===== src/rtl/step_pulse_shaper.sv =====
`default_nettype none
// +--------------------------------------------------------------------------+
// | step_pulse_shaper: turns DDA step strobes into timing-legal STEP/DIR pins |
// | Rev 1.0                                                                  |
// +--------------------------------------------------------------------------+
module step_pulse_shaper #(
  parameter int PULSE_HIGH = 16,
  parameter int PULSE_LOW  = 16,
  parameter int DIR_SETUP  = 8,
  parameter int DIR_HOLD   = 8,
  parameter int FIFO_BITS  = 3
) (
  input  logic                 CLK,
  input  logic                 resetn,
  input  logic                 step_req,
  input  logic                 dir_req,
  input  logic                 enable,
  input  logic                 clear_overflow,
  output logic                 step_out,
  output logic                 dir_out,
  output logic                 busy,
  output logic [FIFO_BITS:0]   pending,
  output logic                 overflow,
  output logic signed [31:0]   position
);

  localparam int c_LOW_T  = (PULSE_LOW > DIR_HOLD) ? PULSE_LOW : DIR_HOLD;
  localparam int c_MAX_A  = (PULSE_HIGH > c_LOW_T) ? PULSE_HIGH : c_LOW_T;
  localparam int c_MAX    = (c_MAX_A > DIR_SETUP) ? c_MAX_A : DIR_SETUP;
  localparam int c_CW     = $clog2(c_MAX) + 1;
  localparam int c_DEPTH  = 1 << FIFO_BITS;

  typedef enum logic [1:0] {
    S_IDLE  = 2'd0,
    S_SETUP = 2'd1,
    S_HIGH  = 2'd2,
    S_LOW   = 2'd3
  } state_t;

  state_t                r_state;
  logic [c_CW-1:0]       r_cnt;
  logic [c_DEPTH-1:0]    r_mem;
  logic [FIFO_BITS-1:0]  r_wr;
  logic [FIFO_BITS-1:0]  r_rd;
  logic [FIFO_BITS:0]    r_count;
  logic                  r_step;
  logic                  r_dir;
  logic                  r_busy;
  logic                  r_overflow;
  logic signed [31:0]    r_position;

  logic                  w_full;
  logic                  w_decide;
  logic                  w_pop;
  logic                  w_push;
  logic                  w_drop;
  logic                  w_head;
  logic [FIFO_BITS:0]    w_count_nxt;
  logic signed [31:0]    w_delta;

  // IDLE and the final LOW cycle share the pop decision so back-to-back steps lose no cycle.
  assign w_full      = (r_count == (FIFO_BITS+1)'(c_DEPTH));
  assign w_decide    = (r_state == S_IDLE) || ((r_state == S_LOW) && (r_cnt == '0));
  assign w_pop       = w_decide && enable && (r_count != '0);
  assign w_push      = step_req && (!w_full || w_pop);
  assign w_drop      = step_req && w_full && !w_pop;
  assign w_head      = r_mem[r_rd];
  assign w_count_nxt = r_count + (FIFO_BITS+1)'(w_push) - (FIFO_BITS+1)'(w_pop);
  assign w_delta     = r_dir ? 32'sd1 : -32'sd1;

  always_ff @(posedge CLK or negedge resetn) begin
    if (!resetn) begin
      r_mem      <= '0;
      r_wr       <= '0;
      r_rd       <= '0;
      r_count    <= '0;
      r_overflow <= 1'b0;
      r_busy     <= 1'b0;
    end else begin
      if (w_push) begin
        r_mem[r_wr] <= dir_req;
        r_wr        <= r_wr + 1'b1;
      end
      if (w_pop) begin
        r_rd <= r_rd + 1'b1;
      end
      r_count <= w_count_nxt;
      if (clear_overflow) begin
        r_overflow <= 1'b0;
      end else if (w_drop) begin
        r_overflow <= 1'b1;
      end
      r_busy <= !(w_decide && !w_pop) || (w_count_nxt != '0);
    end
  end

  always_ff @(posedge CLK or negedge resetn) begin
    if (!resetn) begin
      r_state    <= S_IDLE;
      r_cnt      <= '0;
      r_step     <= 1'b0;
      r_dir      <= 1'b0;
      r_position <= '0;
    end else if (w_pop) begin
      if (w_head == r_dir) begin
        r_step     <= 1'b1;
        r_position <= r_position + w_delta;
        r_cnt      <= c_CW'(PULSE_HIGH - 1);
        r_state    <= S_HIGH;
      end else begin
        r_dir   <= w_head;
        r_cnt   <= c_CW'(DIR_SETUP - 1);
        r_state <= S_SETUP;
      end
    end else begin
      case (r_state)
        S_SETUP: begin
          if (r_cnt == '0) begin
            r_step     <= 1'b1;
            r_position <= r_position + w_delta;
            r_cnt      <= c_CW'(PULSE_HIGH - 1);
            r_state    <= S_HIGH;
          end else begin
            r_cnt <= r_cnt - 1'b1;
          end
        end
        S_HIGH: begin
          if (r_cnt == '0) begin
            r_step  <= 1'b0;
            r_cnt   <= c_CW'(c_LOW_T - 1);
            r_state <= S_LOW;
          end else begin
            r_cnt <= r_cnt - 1'b1;
          end
        end
        S_LOW: begin
          if (r_cnt == '0) begin
            r_state <= S_IDLE;
          end else begin
            r_cnt <= r_cnt - 1'b1;
          end
        end
        default: r_state <= S_IDLE;
      endcase
    end
  end

  assign step_out = r_step;
  assign dir_out  = r_dir;
  assign busy     = r_busy;
  assign pending  = r_count;
  assign overflow = r_overflow;
  assign position = r_position;

endmodule
`default_nettype wire

===== config.mk =====
export PLATFORM = sky130hd
export DESIGN_NAME = step_pulse_shaper
export DESIGN_NICKNAME = d
export VERILOG_FILES = /design/src/rtl/step_pulse_shaper.sv
export SDC_FILE = /design/constraint.sdc
export NUM_CORES = 1
export LEC_CHECK = 0
export CAP_MARGIN = 15
export CORE_MARGIN = 3
export CORE_UTILIZATION = 40
export DETAILED_ROUTE_END_ITERATION = 10
export PLACE_DENSITY_LB_ADDON = 0.1
export SETUP_SLACK_MARGIN = 0.2
export SKIP_LAST_GASP = 1
export SYNTH_ARGS = -nofsm -noshare
export SYNTH_HDL_FRONTEND = slang
export SYNTH_SLANG_ARGS = --single-unit

===== constraint.sdc =====
create_clock -name CLK -period 8.1 [get_ports CLK]
set_clock_uncertainty 0.2 [all_clocks]
set_input_delay 1.62 -clock CLK [delete_from_list [all_inputs] [get_ports CLK]]
set_output_delay 1.62 -clock CLK [all_outputs]
set_load 0.1 [all_outputs]

== Word-level counts from Yosys, hierarchy flattened ==
Index checks and enable logic that the tools add are counted.
W data, S select, Z words.

* $add $sub $neg: 6
* Magnitude comparators: 3
* Equality and inequality tests: 10
* Mux-type cells: 28
* Bitwise gates (word level): 1
* Reductions and logical operators: 29

{| class="wikitable"
|+ Operators with widths
! operator !! count
|-
| $mux W32 || 5
|-
| $add A32 B32 Y32 || 1
|-
| $mux W5 || 3
|-
| $mux W2 || 5
|-
| $pmux W5 S2 || 1
|-
| $ne A3 B3 Y1 const B || 3
|-
| $bwmux W8 || 1
|-
| $logic_and A1 B1 Y1 || 8
|-
| $lt A3 B4 Y1 const B || 2
|-
| $mux W1 || 8
|-
| $reduce_bool A4 Y1 || 2
|-
| $add A3 B1 Y3 const B || 2
|-
| $pmux W2 S3 || 1
|-
| $reduce_and A3 Y1 || 2
|-
| $reduce_bool A2 Y1 || 3
|-
| $reduce_bool A3 Y1 || 2
|-
| $logic_not A5 Y1 || 1
|-
| $sub A5 B1 Y5 const B || 1
|-
| $add A4 B1 Y4 || 1
|-
| $eq A2 B2 Y1 const B || 2
|-
| $eq A4 B4 Y1 const B || 1
|-
| $mux W4 || 1
|-
| $reduce_and A2 Y1 || 2
|-
| $reduce_and A4 Y1 || 1
|-
| other kinds (14) || 18
|}

* Register bits after elaboration: 61
* Input port bits: 6
* Output and inout port bits: 40
* Logic and storage cells: 88

== Depth between registers and ports, before layout ==
Gate-level depths: netlist (run 1).

* Word-level depth: 11
* Gate-level depth with buffers: 16
* Gate-level depth less buffers: 16

== Least setup slack after synthesis (run 1) ==
OpenSTA, ideal clock, no wires.

* Path kind: register to register
* Start point: reg r_dir (netlist: dir_out)
* End point: reg r_position[26] (netlist: position[26])
* Data arrival time: 3.954 ns
* Data required time: 7.772 ns
* Path slack: 3.818 ns
* Cell stages (with the launch flop): 11
* Path buffers: 0
* Period minus slack after synthesis: 4.282 ns
* Cells stage by stage: dfrtp_1 -> inv_1 -> fa_1 -> a211o_1 -> a211oi_2 -> o21ai_2 -> or4_4 -> a41oi_4 -> o21bai_1 -> mux2i_1 -> nand3_1

* Word-level cells in the longest chain between the ends: 5
* Elaborated cells between the ends (all ways): 9
* Classes of those cells: add/sub: 1; eq/ne: 2; mux: 5; reduce/logical: 1

{| class="wikitable"
|+ Ends and longest elaborated chain
! element !! line !! text
|-
| start: declaration || 47 || <nowiki>logic r_dir;</nowiki>
|-
| start signal: assignment || 111 || <nowiki>r_dir <= w_head;</nowiki>
|-
| $mux W32 || 69 || <nowiki>assign w_delta = r_dir ? 32'sd1 : -32'sd1;</nowiki>
|-
| $add A32 B32 Y32 || 107, 120 ||
|-
| $mux W32 || 118 || <nowiki>if (r_cnt == '0) begin</nowiki>
|-
| $mux W32 || 116 || <nowiki>case (r_state)</nowiki>
|-
| $mux W32 || 104 || <nowiki>end else if (w_pop) begin</nowiki>
|-
| end signal: assignment || 107 || <nowiki>r_position <= r_position + w_delta;</nowiki>
|-
| end signal: assignment || 120 || <nowiki>r_position <= r_position + w_delta;</nowiki>
|-
| end: declaration || 50 || <nowiki>logic signed [31:0] r_position;</nowiki>
|}

Several ways; a longest one is shown, not always the timed one. The select of a mux whose other input is x is not followed.
A chain may end at the register's enable or synchronous reset.

== Worst setup path in the final report (run 1) ==
* Start point: in enable
* End point: reg r_busy (netlist: busy)

* Word-level cells in the longest chain between the ends: 8
* Elaborated cells between the ends (all ways): 11
* Classes of those cells: add/sub: 2; reduce/logical: 9

{| class="wikitable"
|+ Ends and longest elaborated chain
! element !! line !! text
|-
| start: declaration || 17 || <nowiki>input logic enable,</nowiki>
|-
| $logic_and A1 B1 Y1 (*) (2 in a row) || 64 || <nowiki>assign w_pop = w_decide && enable && (r_count != '0);</nowiki>
|-
| $logic_or A1 B1 Y1 || 65 || <nowiki>assign w_push = step_req && (!w_full || w_pop);</nowiki>
|-
| $logic_and A1 B1 Y1 || 65 ||
|-
| $add A4 B1 Y4 || 68 || <nowiki>assign w_count_nxt = r_count + (FIFO_BITS+1)'(w_push) - (FIFO_BITS+1)'(w_pop);</nowiki>
|-
| $sub A4 B1 Y4 (*) || 68 ||
|-
| net w_count_nxt[1] || 58 || <nowiki>logic [FIFO_BITS:0] w_count_nxt;</nowiki>
|-
| $reduce_bool A4 Y1 (*) || 93 || <nowiki>r_busy <= !(w_decide && !w_pop) || (w_count_nxt != '0);</nowiki>
|-
| $logic_or A1 B1 Y1 (*) || 93 ||
|-
| end signal: assignment || 93 ||
|-
| end: declaration || 48 || <nowiki>logic r_busy;</nowiki>
|}

The timed path passes the listed nets; every way through them passes the cells marked *.

==> flow_summary.yaml, run 1 <==
yosys:
  synth_ff_type: "dfrtp_1"
  yosys.area.top_type_share_pct: 33.6
  syn_nets: 547
  synth-seq-cells: 61
  avgSynthCellArea_um2: 9.18
  async_reset_ff_share_pct: 100
  synthCells: 495
  synth.distinct_cells: 61
  synth_top_cell_by_area: "dfrtp_1"
  yosysSeqAreaShare_pct: 33.6
  synthTopCellsByArea: "dfrtp_1, ha_1, a21oi_1"
  syn_area_um2: 4540
  synth_edf_count: 0
  synth_warnings: 0
clocking:
  insertion_delay_ns: 0.33
  ctsHoldBuffers: 0
  clkSinkCount: 61
  cts_root_buffer: "clkbuf_16"
  clkTransAtPathRegs_ns: 0.06
  cts_made_buffers: 9
  cts_buffer_depth: 2
  htreeDepth: 3
  cts_resized: 0
  cts_tree: "yes"
  post_cts_buffers: 0
critical_path:
  worst-endpoint-arrival_ns: 4.61
  startpoint_type: "input port"
  worst-r2r-setup-slack_ns: 4.31
  path_class: "in -> reg"
  crit_required_ns: 8.10
  critPathMaxFanout: 12
  crit_path_end_kind: "flip-flop"
floorplan:
  row_count: 38
  core_area_um2: 11000
  io_pins: 46
  start_util_pct: 41.4
  die_width_um: 113
  die_h_um: 113
  dieArea_um2: 12700
layout:
  final_nets: 589
  diodes: 0
  drive_gt1_share_pct: 8.49
  mostFrequentLayoutCells: "dfrtp_1, nand2_1, a21oi_1, nor2_1"
  design_area_um2: 5390
  area_growth_pct: 18.5
  layout_commonest_cell: "dfrtp_1"
drt:
  drtPass1Iterations: 4
  antenna_left: 0
  vias_per_cell: 5.43
  route.vias.total: 3701
  wl_per_cell_um: 14.7
  wl_um: 10000
  drt_iter0_drc: 155
  drc: 0
timing:
  rsz0062_at_grt: "no"
  setup_tns_ns: 0
  tightest_slew_ns: 1.03
  fmax_mhz: 217
  final.min_clock_period_ns: 4.61
  slew_headroom_pct: 31.4
  setup-violations-final: 0
  drv_slew: 0
  timing.final.crit_share_pct: 56.9
  setup_ws_ns: 3.49
  final_hold_viol_count: 0
place:
  dpl_worst_slack_ns: 3.07
  io_buffers: 45
  gp_congestion: 0.845
  placed_cell_area_um2: 5060
  dp_hpwl_um: 7220
status:
  status: "finished clean"
job:
  drv_cap: 0
grt:
  grt_max_degree: 62
  groute.usage.overall_pct: 16.8
  first_global_vias: 3665
  antenna_found_initial: 0
  overflow: 0
  grt_pass1_wl_um: 17500
min_path:
  hold_class: "reg -> reg"
==> path summary, 6_finish.rpt <==
path                           from            to  cells past startpoint
setup reg to reg           r_cnt[0]          busy                     16
setup / recovery             enable          busy                     14
min in group asynchronous    resetn  position[11]                      2
hold reg to reg            r_mem[7]      r_mem[7]                      1
max in group asynchronous    resetn      r_cnt[0]                      2
hold / removal             r_mem[7]      r_mem[7]                      1
==> metrics by stage <==
step / hold WS (ns) / cells / utilization, %
2_1_floorplan: 0.252 / 495 / -
5_1_grt: 0.313 / 682 / 49.0
3_3_place_gp: 0.266 / 666 / 46.1
6_report: 0.291 / 682 / 49.0
4_1_cts: 0.298 / 682 / 49.0
3_5_place_dp: 0.280 / 666 / 46.1
==> state kept, by name, indices dropped and copies added, names as in the netlist <==
name      cells
busy          1
dir_out       1
overflow      1
pending       4
position     32
r_cnt         5
r_mem         8
r_rd          3
r_state       2
r_wr          3
step_out      1
==> final cells by class <==
| type | instances | area [µm²] |
|---|---|---|
| clock buffers | 11 | 243 |
| flip-flops and latches | 61 | 1530 |
| fillers | 1020 | 5600 |
| repair buffers | 48 | 468 |
| inverters | 22 | 82.6 |
| well taps | 140 | 175 |
| multi-input cells | 395 | 2810 |
| clock inverters | 5 | 83.8 |
==> worst max-delay path: stages <==
cell and delay (ns):
clkdlybuf4s50_1 0.45, a21bo_2 0.22, nand2b_1 0.35, and3_1 0.32, nor2b_2 0.22, inv_2 0.09
ha_1 0.27, inv_1 0.06, ha_1 0.15, inv_1 0.05, fa_1 0.47, inv_1 0.05
nor3_1 0.18, nand4b_1 0.11
==> synthesized netlist by cell type (5+ instances only) <==
cell / number
nor2_1: 45
o21ai_1: 13
a21oi_1: 47
o21ai_0: 15
a31oi_1: 7
nand4_1: 6
o21bai_1: 6
nor3b_1: 11
o31ai_1: 5
xnor2_1: 19
mux2_1: 10
o211ai_1: 5
xor2_1: 13
buf_6: 6
nand3_1: 14
mux2i_1: 5
nand2_1: 48
nor3_1: 12
a21o_1: 16
ha_1: 44
inv_1: 20
dfrtp_1: 61
==> metal layers <==
metal | up-vias | track usage (%) | routed length (µm)
met5 | - | 0 | 0
met4 | 0 | 5.85 | 174
met3 | 14 | 4.42 | 300
met2 | 47 | 27.5 | 4790
met1 | 1761 | 21.4 | 4750
li1 | 1879 | - | -
==> cells by family after synthesis <==
family	after synthesis	share of synthesized area, %
AND/OR/NAND/NOR	157	17.5
AO/OA/AOI/OAI	143	20.5
flip-flops	61	33.6
adder cells (fa/ha/maj)	46	13.0
buffers and inverters	39	4.74
XOR/XNOR	32	6.17
multiplexers	17	4.57
Power of run 1 is not shown: default switching activity piles up to over one toggle a cycle in this logic, so the estimate is an artifact.
==> run 2, diff against run 1 <==
==> constraint.sdc (replaced) <==
create_clock -name CLK -period 4.45 [get_ports CLK]
set_clock_uncertainty 0.2 [all_clocks]
set_input_delay 0.89 -clock CLK [delete_from_list [all_inputs] [get_ports CLK]]
set_output_delay 0.89 -clock CLK [all_outputs]
set_load 0.1 [all_outputs]
==> flow_summary.yaml, run 2 (same netlist as run 1, synthesis figures left out) <==
critical_path:
  critPathMaxFanout: 20
  crit_path_end_kind: "flip-flop"
  crit_required_ns: 4.47
  path_class: "reg -> reg"
  startpoint_type: "flip-flop"
  worst-endpoint-arrival_ns: 3.65
drt:
  drt_iter0_drc: 143
  vias_per_cell: 5.47
  antenna_left: 0
  wl_um: 10000
  wl_per_cell_um: 14.6
  route.vias.total: 3748
  drtPass1Iterations: 5
  drc: 0
place:
  dpl_worst_slack_ns: 0.526
  placed_cell_area_um2: 5090
  io_buffers: 45
  dp_hpwl_um: 7390
  dp.cells: 669
  gp_congestion: 0.855
grt:
  first_global_vias: 3764
  overflow: 0
  antenna_found_initial: 0
  met2_usage_pct: 28.5
  groute.usage.overall_pct: 17.0
  grt_max_degree: 42
  busiest_layer: "met2"
  grt_pass1_wl_um: 17700
  use_met1_pct: 21.6
  met3_usage_pct: 4.26
floorplan:
  start_util_pct: 41.4
  io_pins: 46
  die_width_um: 113
  core_area_um2: 11000
  dieArea_um2: 12700
  die_h_um: 113
  row_count: 38
clocking:
  cts_made_buffers: 9
  cts_resized: 0
  cts_buffer_depth: 2
  cts_tree: "yes"
  clkTransAtPathRegs_ns: 0.05
  insertion_delay_ns: 0.33
  clkSinkCount: 61
  ctsHoldBuffers: 0
  post_cts_buffers: 0
  cts_root_buffer: "clkbuf_16"
  htreeDepth: 3
layout:
  area_growth_pct: 19.3
  layout_commonest_cell: "dfrtp_1"
  diodes: 0
  seq_area_um2: 1530
  fillers: 1031
  mostFrequentLayoutCells: "dfrtp_1, nand2_1, a21oi_1, nor2_1"
  largest_reg_flops: 32
  design_area_um2: 5420
  stdcell_count: 685
  multiInputGateArea_um2: 2810
  drive_gt1_share_pct: 9.54
  final_nets: 592
timing:
  final.min_clock_period_ns: 3.63
  timing.final.crit_share_pct: 81.6
  tightest_slew_ns: 1.04
  setup_ws_ns: 0.818
  final_hold_viol_count: 0
  drv_slew: 0
  setup_tns_ns: 0
  slew_headroom_pct: 30.6
  setup-violations-final: 0
  rsz0062_at_grt: "no"
  fmax_mhz: 275
job:
  drv_cap: 0
status:
  status: "finished clean"
min_path:
  hold_class: "reg -> reg"
run 2: through the flow:
| stage | utilization [%] | hold slack, ns |
|---|---|---|
| 6_report | 49.4 | 0.288 |
| 5_1_grt | 49.4 | 0.318 |
| 4_1_cts | 49.4 | 0.295 |
| 3_5_place_dp | 46.3 | 0.280 |
| 3_3_place_gp | 46.3 | 0.266 |
| 2_1_floorplan | - | 0.252 |
run 2: worst max-delay path, cell delays in order (launching register included):
cell and delay [ns]:
dfrtp_2 0.42, clkinvlp_4 0.41, buf_4 0.37, ha_1 0.46, o21ai_0 0.13, o21bai_1 0.19, a2111oi_0 0.16, o41ai_1 0.42
a21oi_2 0.09, o31ai_1 0.37, a21boi_0 0.22, nor3_1 0.07
run 2: layout make-up:
type,instances,share of cell area (%)
multi-input cells,395,51.8
flip-flops and latches,61,28.2
repair buffers,51,9.05
clock buffers,11,4.66
well taps,140,3.23
inverters,22,1.59
clock inverters,5,1.52
run 2: per-layer routing:
metal	up-vias	share of wire (%)
met5	-	0
met1	1792	46
met2	56	48
li1	1887	-
met3	13	4.0
met4	0	1.7
run 2: worst paths after layout:
path | from | endpoint | slack (ns) | cells past startpoint
max in group asynchronous | resetn | position[29] | 2.73 | 2
max | dir_out | position[31] | 0.82 | 11
min | r_mem[0] | r_mem[0] | 0.29 | 1
max reg2reg | dir_out | position[31] | 0.82 | 11
min reg2reg | r_mem[0] | r_mem[0] | 0.29 | 1
min in group asynchronous | resetn | position[4] | 0.50 | 1
Power of run 2 is left out for the same reason.
==> run 3, diff against run 2 <==
==> constraint.sdc (replaced) <==
create_clock -name CLK -period 3.75 [get_ports CLK]
set_clock_uncertainty 0.2 [all_clocks]
set_input_delay 0.75 -clock CLK [delete_from_list [all_inputs] [get_ports CLK]]
set_output_delay 0.75 -clock CLK [all_outputs]
set_load 0.1 [all_outputs]
==> flow_summary.yaml, run 3 (same netlist as run 1, synthesis figures left out) <==
drt:
  drc: 0
  wl_per_cell_um: 14.8
  route.vias.total: 3733
  vias_per_cell: 5.38
  drtPass1Iterations: 4
  drt_iter0_drc: 131
  antenna_left: 0
  wl_um: 10300
layout:
  diodes: 0
  postLayoutCoreUtil_pct: 49.8
  largest_reg_flops: 32
  final_nets: 601
  seq_area_um2: 1530
  drive_gt1_share_pct: 13.2
  area_growth_pct: 20.3
  fillers: 1054
  multiInputGateArea_um2: 2810
  layout_commonest_cell: "dfrtp_1"
  mostFrequentLayoutCells: "dfrtp_1, nand2_1, a21oi_1, nor2_1, ha_1"
job:
  drv_cap: 0
clocking:
  htreeDepth: 3
  clkSinkCount: 61
  cts_root_buffer: "clkbuf_16"
  clkTransAtPathRegs_ns: 0.06
  cts_made_buffers: 9
  insertion_delay_ns: 0.34
  cts_buffer_depth: 2
  cts_tree: "yes"
critical_path:
  path_delay_family: "simple AND/OR/NAND/NOR gates"
  crit_start: "dir_out"
  crit_path_end_kind: "flip-flop"
  crit_buf_inv: 2
  worstPathCellList: "clkinvlp_4 -> buf_4 -> ha_1 -> a21oi_2 -> nor2_1 -> or3_4 -> or4_4 -> a41oi_4 -> o21bai_1 -> mux2i_1 -> nand3_1"
  worst-endpoint-arrival_ns: 3.40
  path_class: "reg -> reg"
  slowest_stage: "dfrtp_4"
  crit_required_ns: 3.76
  cpPeakStageDelay_ns: 0.51
  worst-r2r-setup-slack_ns: 0.36
  path_depth: 11
  reg2regPathDepth: 11
  worstReg2RegEnd: "position[26]"
  worstReg2RegStart: "dir_out"
  crit_path_end: "position[26]"
  critPathMaxFanout: 15
  startpoint_type: "flip-flop"
timing:
  drv_slew: 0
  timing.final.crit_share_pct: 90.3
  tightest_slew_ns: 0.979
  whs_ns: 0.134
  final.min_clock_period_ns: 3.39
  final_hold_viol_count: 0
  rsz0062_at_grt: "yes"
  setup-violations-final: 0
  slew_headroom_pct: 34.5
  fmax_mhz: 295
  setup_tns_ns: 0
grt:
  grt_pass1_wl_um: 17800
  grt_max_degree: 42
  first_global_vias: 3690
  overflow: 0
  groute.usage.overall_pct: 17.2
  antenna_found_initial: 0
floorplan:
  start_util_pct: 41.4
  io_pins: 46
  die_width_um: 113
  dieArea_um2: 12700
  core_area_um2: 11000
  die_h_um: 113
  row_count: 38
place:
  dp_hpwl_um: 7530
  gp_congestion: 0.840
  io_buffers: 45
min_path:
  hold_class: "in -> async"
status:
  status: "finished clean"
run 3: changes by cell type in the layout (fill, tap and decap cells not counted), moves of 2 or more:
cell             previous run  this run
a2111oi_0                   2         0
clkdlybuf4s50_1            44        36
dfrtp_2                     1         3
a2111oi_1                   0         2
dfrtp_1                    60        57
clkinvlp_4                  1         3
buf_4                       6        22
run 3: what timing repair did:
action	CTS	global route
setup buffers	0	3
gates resized for setup	0	2
endpoints found under the setup margin	0	3
hold buffers	0	0
run 3: how the worst min path moves through the flow:
| stage | slack [ns] | startpoint | cells past startpoint | end |
|---|---|---|---|---|
| after global routing | 0.16 | resetn | 1 | position[31] |
| after floorplan | 0.25 | resetn | 0 | busy |
| after detailed placement | 0.27 | r_mem[1] | 1 | r_mem[1] |
| after global placement | 0.26 | r_mem[1] | 1 | r_mem[1] |
| after CTS | 0.15 | resetn | 1 | position[10] |
| final | 0.13 | resetn | 1 | position[10] |
run 3: per-layer routing:
metal	part of all wire, %	GRT usage, %
met5	0	0
met4	1.7	7.21
met3	3.8	3.50
met2	46	27.1
met1	48	23.0
run 3: metrics by stage:
| stage | setup WS [ns] | instance area, µm² | std cells |
|---|---|---|---|
| after floorplan | 0.0638 | 4560 | 495 |
| after global placement | 0.115 | 5130 | 675 |
| after detailed placement | 0.0642 | 5130 | 675 |
| after CTS | 0.320 | 5440 | 691 |
| after global routing | 0.138 | 5470 | 694 |
| final | 0.363 | 5470 | 694 |
run 3: layout make-up:
| class | instances | share of cell area [%] |
|---|---|---|
| Clock buffer | 11 | 4.62 |
| Clock inverter | 5 | 1.08 |
| Inverter | 22 | 1.58 |
| Multi-Input combinational cell | 395 | 51.4 |
| Sequential cell | 61 | 28.0 |
| Tap cell | 140 | 3.20 |
| Timing Repair Buffer | 60 | 10.1 |
run 3: worst reg2reg max path, delay by kind of cell, from the launching register on:
kind | cells | cell delay (ns)
and+or+nand+nor | 4 | 1.02
adders and majority gates | 1 | 0.36
buffers and inverters | 2 | 0.30
AOI/OAI and AO/OA | 3 | 0.71
DFF | 1 | 0.51
muxes | 1 | 0.16
Power of run 3 is left out for the same reason.
